--- src/rtl/tpu_host_seq.sv ---
// tpu_host_seq: bus initiator that runs one TPU matrix-multiply job per start.
//
// Sequence: stream A, B (and optionally C) words from a synchronous source RAM
// into the TPU slave port, fire a single-cycle matmul trigger, idle for
// MM_CYCLES, then read back the 2*DIM C half-rows over a valid/ready sink.
//
// Ports
//   clk, rst          clock, synchronous active-high reset
//   start, load_c     job request (sampled in IDLE); load_c=0 skips C init
//   busy, done        job in progress / one-cycle completion pulse
//   src_rd_en/addr    source RAM read strobe and word index
//   src_rdata         source RAM data, one cycle after src_rd_en
//   tpu_r_w/addr      TPU bus control (1 = write), address
//   tpu_dataIn        TPU write data
//   tpu_dataOut       TPU read data, combinational from tpu_addr
//   res_valid/ready   result handshake
//   res_data/res_idx  result word and its index (row = idx>>1, half = idx&1)
module tpu_host_seq #(
  parameter int unsigned DIM       = 8,
  parameter int unsigned BITS_C    = 16,
  parameter int unsigned ADDRW     = 16,
  parameter int unsigned DATAW     = 64,
  parameter int unsigned MM_CYCLES = 4 * DIM
) (
  input  logic                       clk,
  input  logic                       rst,
  input  logic                       start,
  input  logic                       load_c,
  output logic                       busy,
  output logic                       done,
  output logic                       src_rd_en,
  output logic [$clog2(4*DIM)-1:0]   src_addr,
  input  logic [DATAW-1:0]           src_rdata,
  output logic                       tpu_r_w,
  output logic [ADDRW-1:0]           tpu_addr,
  output logic [DATAW-1:0]           tpu_dataIn,
  input  logic [DATAW-1:0]           tpu_dataOut,
  output logic                       res_valid,
  input  logic                       res_ready,
  output logic [DATAW-1:0]           res_data,
  output logic [$clog2(2*DIM)-1:0]   res_idx
);

  localparam int unsigned SrcAw = $clog2(4 * DIM);
  localparam int unsigned ResW  = $clog2(2 * DIM);
  localparam int unsigned WaitW = (MM_CYCLES > 1) ? $clog2(MM_CYCLES) : 1;

  localparam logic [SrcAw-1:0] NumA     = SrcAw'(DIM);
  localparam logic [SrcAw-1:0] NumAb    = SrcAw'(2 * DIM);
  localparam logic [SrcAw-1:0] LastAll  = SrcAw'(4 * DIM - 1);
  localparam logic [SrcAw-1:0] LastAb   = SrcAw'(2 * DIM - 1);
  localparam logic [ResW-1:0]  LastRes  = ResW'(2 * DIM - 1);
  localparam logic [WaitW-1:0] LastWait = WaitW'(MM_CYCLES - 1);

  localparam logic [ADDRW-1:0] BaseA    = ADDRW'(12'h100);
  localparam logic [ADDRW-1:0] BaseB    = ADDRW'(12'h200);
  localparam logic [ADDRW-1:0] BaseC    = ADDRW'(12'h300);
  localparam logic [ADDRW-1:0] TrigAddr = ADDRW'(12'h400);

  // A C row of DIM elements must fill exactly two bus words.
  if ((DIM < 2) || (DIM > 8) || (MM_CYCLES < 1) || (ADDRW < 12) ||
      (DIM * BITS_C != 2 * DATAW)) begin : g_bad_cfg
    $error("tpu_host_seq: unsupported parameter combination");
  end

  typedef enum logic [2:0] {
    StIdle,
    StLoad,
    StTrig,
    StWait,
    StRdc,
    StDone
  } state_e;

  state_e             state_q, state_d;
  logic               load_c_q, load_c_d;
  logic [SrcAw-1:0]   w_q, w_d;          // next source word to read
  logic               rd_done_q, rd_done_d;
  logic               wr_vld_q, wr_vld_d; // a read issued last cycle; write it now
  logic [SrcAw-1:0]   wr_w_q, wr_w_d;     // source index of the pending write
  logic [WaitW-1:0]   wait_q, wait_d;
  logic [ResW-1:0]    k_q, k_d;

  logic [SrcAw-1:0]   last_w;
  logic [ADDRW-1:0]   wr_addr;

  assign last_w = load_c_q ? LastAll : LastAb;

  // Map a source word index onto its TPU register address.
  always_comb begin
    wr_addr = '0;
    if (wr_w_q < NumA) begin
      wr_addr = BaseA | (ADDRW'(wr_w_q) << 3);
    end else if (wr_w_q < NumAb) begin
      wr_addr = BaseB | (ADDRW'(wr_w_q - NumA) << 3);
    end else begin
      // C half index c = 2r+h, so r<<4 | h<<3 collapses to c<<3.
      wr_addr = BaseC | (ADDRW'(wr_w_q - NumAb) << 3);
    end
  end

  always_comb begin
    state_d    = state_q;
    load_c_d   = load_c_q;
    w_d        = w_q;
    rd_done_d  = rd_done_q;
    wr_vld_d   = 1'b0;
    wr_w_d     = wr_w_q;
    wait_d     = wait_q;
    k_d        = k_q;

    busy       = (state_q != StIdle);
    done       = 1'b0;
    src_rd_en  = 1'b0;
    src_addr   = w_q;
    tpu_r_w    = 1'b0;
    tpu_addr   = '0;
    tpu_dataIn = '0;
    res_valid  = 1'b0;
    res_data   = '0;
    res_idx    = k_q;

    case (state_q)
      StIdle: begin
        if (start) begin
          load_c_d  = load_c;
          w_d       = '0;
          rd_done_d = 1'b0;
          wr_w_d    = '0;
          state_d   = StLoad;
        end
      end

      StLoad: begin
        // Read side: one word per cycle until the terminal index is issued.
        if (!rd_done_q) begin
          src_rd_en = 1'b1;
          wr_vld_d  = 1'b1;
          wr_w_d    = w_q;
          if (w_q == last_w) begin
            rd_done_d = 1'b1;
          end else begin
            w_d = w_q + 1'b1;
          end
        end
        // Write side trails the read by one cycle, using the returned data.
        if (wr_vld_q) begin
          tpu_r_w    = 1'b1;
          tpu_addr   = wr_addr;
          tpu_dataIn = src_rdata;
          if (wr_w_q == last_w) begin
            w_d       = '0;
            rd_done_d = 1'b0;
            wr_w_d    = '0;
            state_d   = StTrig;
          end
        end
      end

      StTrig: begin
        // Exactly one cycle: a longer trigger would restart the TPU's counter.
        tpu_addr = TrigAddr;
        wait_d   = '0;
        state_d  = StWait;
      end

      StWait: begin
        if (wait_q == LastWait) begin
          wait_d  = '0;
          k_d     = '0;
          state_d = StRdc;
        end else begin
          wait_d = wait_q + 1'b1;
        end
      end

      StRdc: begin
        res_valid = 1'b1;
        tpu_addr  = BaseC | (ADDRW'(k_q) << 3);
        res_data  = tpu_dataOut;
        if (res_ready) begin
          if (k_q == LastRes) begin
            k_d     = '0;
            state_d = StDone;
          end else begin
            k_d = k_q + 1'b1;
          end
        end
      end

      StDone: begin
        done    = 1'b1;
        state_d = StIdle;
      end

      default: begin
        state_d = StIdle;
      end
    endcase
  end

  always_ff @(posedge clk) begin
    if (rst) begin
      state_q   <= StIdle;
      load_c_q  <= 1'b0;
      w_q       <= '0;
      rd_done_q <= 1'b0;
      wr_vld_q  <= 1'b0;
      wr_w_q    <= '0;
      wait_q    <= '0;
      k_q       <= '0;
    end else begin
      state_q   <= state_d;
      load_c_q  <= load_c_d;
      w_q       <= w_d;
      rd_done_q <= rd_done_d;
      wr_vld_q  <= wr_vld_d;
      wr_w_q    <= wr_w_d;
      wait_q    <= wait_d;
      k_q       <= k_d;
    end
  end

endmodule

--- config.mk ---
export PLATFORM = sky130hd
export DESIGN_NAME = tpu_host_seq
export DESIGN_NICKNAME = d
export VERILOG_FILES = /design/src/rtl/tpu_host_seq.sv
export SDC_FILE = /design/constraint.sdc
export NUM_CORES = 1
export LEC_CHECK = 0
export BUFFER_PORTS_ARGS = -buffer_cell sky130_fd_sc_hd__clkbuf_2
export CAP_MARGIN = 25
export CORE_AREA = 5 5 109 111
export DETAILED_ROUTE_END_ITERATION = 16
export DIE_AREA = 0 0 114 116
export GPL_ROUTABILITY_DRIVEN = 0
export HOLD_SLACK_MARGIN = 0.12
export PLACE_DENSITY = 0.62
export SLEW_MARGIN = 20
export SYNTH_ARGS = -nofsm -noshare
export SYNTH_HDL_FRONTEND = slang
export SYNTH_SLANG_ARGS = --single-unit
--- constraint.sdc ---
create_clock -name clk -period 5.12 [get_ports clk]
set_input_delay 1.024 -clock clk [delete_from_list [all_inputs] [get_ports clk]]
set_output_delay 1.024 -clock clk [all_outputs]
set_load 0.02 [all_outputs]
==> run metrics <==
max-slew violations 0; Syn-to-layout area delta 62.2%; WL/cell ~16 µm; Cell Area, Synth 2370 µm²; I/O pin count 291; die height 116 µm; crit-path max FO 75; Setup Skew 0.00362 ns; layout cell share with drive strength beyond 1 0.506; Clk pwr share 0.181; global-route wire length before repair between 15000 and 20000 µm; clk_lat worst skew roughly 0.27 ns; CP max stage cell inv_2; post-DP HPWL 10100 µm; Overflow after GRT 0; final net count 721; unrepaired setup endpoints after global routing false; synthesized area per cell 7.24 µm²; reg-to-reg endpoint state_q[1]$_SDFFE_PP0P_; CP bufs+invs 2; Yosys reg bits 25; sequential group share of total power 0.345; status finished clean; Longest Clk Path Bufs 2; FP Rows 38; setup bufs post-CTS 0; final hold vios 0; DRC viols 0; HP Class flip-flop to flip-flop; post-layout min period 3.48 ns; crit path DAT ~2.5 ns; die width 114 µm; drt first pass iters 4; multi-input logic area about 1700 µm²; vias in the first global route between 3000 and 4000; worst slew pin tran 0.878 ns; Startpoint Class flip-flop; core area roughly 11000 µm²; CP delay by family, top buffers and inverters; met3 Resource Use GR 0.0345; Tot GR Track Use 0.159; r2r setup slk 2.78 ns; synth unique cells 51; Final Core Density 0.360; worst r2r src state_q[2]$_SDFFE_PP0P_; R2R cell count 5; Hold Crit Start wait_q[4]$_SDFFE_PP0P_; FMAX 0.287 GHz; WHS Path Cells 2; crit-path max cell delay 0.67 ns; NetSw 279 µW; initial antenna violation count 1; Synth top area share 0.211; crit share post-route 0.680; # port buffers around 280; Post-DRT Antenna Nets 0; ys flop type dfxtp_1; WP data required 4.10 ns; CTS Hold Bufs 0; maxcap violations 0; Leak about 2.4 nW; TritonCTS Sinks 25; Yosys warning count 0; Post-synth ARST share 0; FF+latch area 500 µm²; Power per Cell Area 169 nW/µm²; synth cell count leaders and2_1, and3_1, dfxtp_1, clkbuf_1, nor2_1; fill count 1141; Sum Neg Setup Slack 0 ns; sequential fraction of the synthesis area 0.211; Synth Instances 328; CTS tree done; Logic pwr share 0.474; clock-pin transition on the worst setup and hold timing paths 0.09 ns; met2 Usage GRT 0.302; Net Sw Frac 0.427; H-tree lvl count 1; largest net degree at the start of global routing 76; Internal Power approximately 370 µW; number of flops mapped to enable cells by yosys 0; Slew HR 0.414; grt met1 use 0.173; Starting Density 0.222; clock root buffer clkbuf_8; Final setup viols 0; via count 3385; CTS resizes 0; area leader, netlist dfxtp_1; DRT iter0 DRCs between 100 and 150; Die ar. 13200 µm²; CP endpoint kind primary output; WHS Endpoint wait_q[4]$_SDFFE_PP0P_; DRT Wirelength 11700 µm; Synth area leaders dfxtp_1, and2_1, and3_1; vias per cell 4.68; crit-path cells or3b_1, inv_2, and2_1, clkbuf_2; Setup Crit Path Kind flip-flop to primary output; GR peak layer met2; total CTS buffers 3; VDD IR max 0.112 mV
[worst reg2reg max path: cells and delay by family (launching register included)]
family	cells	cell delay [ns]
buf+inv	1	0.67
simple gates	2	0.69
compound gates	2	0.37
flops	1	0.52
[state kept, by name, indices dropped and copies added (netlist names)]
| register | flops |
|---|---|
| src_addr | 5 |
| wait_q | 5 |
| wr_w_q | 5 |
| res_idx | 4 |
| state_q | 3 |
| load_c_q | 1 |
| rd_done_q | 1 |
| wr_vld_q | 1 |
[per-stage QoR]
step / instance area, µm² / power [mW] / setup slack, ns / cells / hold slack (ns)
final: 3850 / 0.652 / 1.64 / 724 / 0.466
after global routing: 3850 / 0.699 / 1.43 / 724 / 0.485
after CTS: 3850 / 0.656 / 1.62 / 723 / 0.471
after detailed placement: 3800 / 0.539 / 1.91 / 719 / 0.458
after global placement: 3800 / 0.530 / 2.01 / 719 / 0.447
after floorplan: 2400 / 0.428 / 2.58 / 336 / 0.436
[power by group through the flow]
stage / sequential [mW] / clock, mW / combinational [mW]
2_1_floorplan: 0.221 / 0 / 0.207
3_3_place_gp: 0.227 / 0 / 0.303
3_5_place_dp: 0.229 / 0 / 0.310
4_1_cts: 0.224 / 0.121 / 0.311
5_1_grt: 0.227 / 0.133 / 0.339
6_report: 0.225 / 0.118 / 0.309
[cells in the final DEF, fill, tap and decap left out, types with 6 or more instances in the layout]
| master | n |
|---|---|
| o32ai_1 | 6 |
| nand2_1 | 12 |
| nor2_1 | 13 |
| and3_1 | 67 |
| inv_1 | 9 |
| conb_1 | 9 |
| clkbuf_2 | 281 |
| nand2b_1 | 7 |
| nand3_1 | 6 |
| dfxtp_1 | 25 |
| and2_1 | 67 |
| o21ai_0 | 8 |
| a21oi_1 | 12 |
[layer usage]
metal | routed length, µm | vias up
met5 | 0 | -
met4 | 389 | 0
met3 | 954 | 18
met2 | 6020 | 190
met1 | 4330 | 1537
li1 | - | 1640
[cell families after synthesis]
| kind of cell | Yosys count | share of synthesized area |
|---|---|---|
| other | 1 | 0.00158 |
| flip-flops | 25 | 0.211 |
| XOR/XNOR | 2 | 0.00738 |
| multiplexers | 2 | 0.00843 |
| AO/OA/AOI/OAI | 55 | 0.170 |
| buffers and inverters | 50 | 0.102 |
| AND/OR/NAND/NOR | 189 | 0.479 |
| adder cells (fa/ha/maj) | 4 | 0.0211 |
[worst max-delay path by stage]
stage | from | to | slack (ns) | cells past startpoint
final | state_q[2]$_SDFFE_PP0P_ | res_data[50] | 1.64 | 4
after global routing | state_q[2]$_SDFFE_PP0P_ | res_data[50] | 1.43 | 4
after global placement | state_q[2]$_SDFFE_PP0P_ | res_data[50] | 2.01 | 4
after detailed placement | state_q[2]$_SDFFE_PP0P_ | res_data[50] | 1.91 | 4
after CTS | state_q[2]$_SDFFE_PP0P_ | res_data[50] | 1.62 | 4
after floorplan | state_q[0]$_SDFFE_PP0P_ | res_data[54] | 2.58 | 6
[area by class of cell]
cell class / count / area share
Sequential cell: 25 / 0.130
Timing Repair Buffer: 283 / 0.369
Clock buffer: 4 / 0.0117
Multi-Input combinational cell: 261 / 0.433
Tap cell: 140 / 0.0455
Inverter: 10 / 0.00975
Antenna cell: 1 / 0.000650
Power figures use the tool's default switching activity.
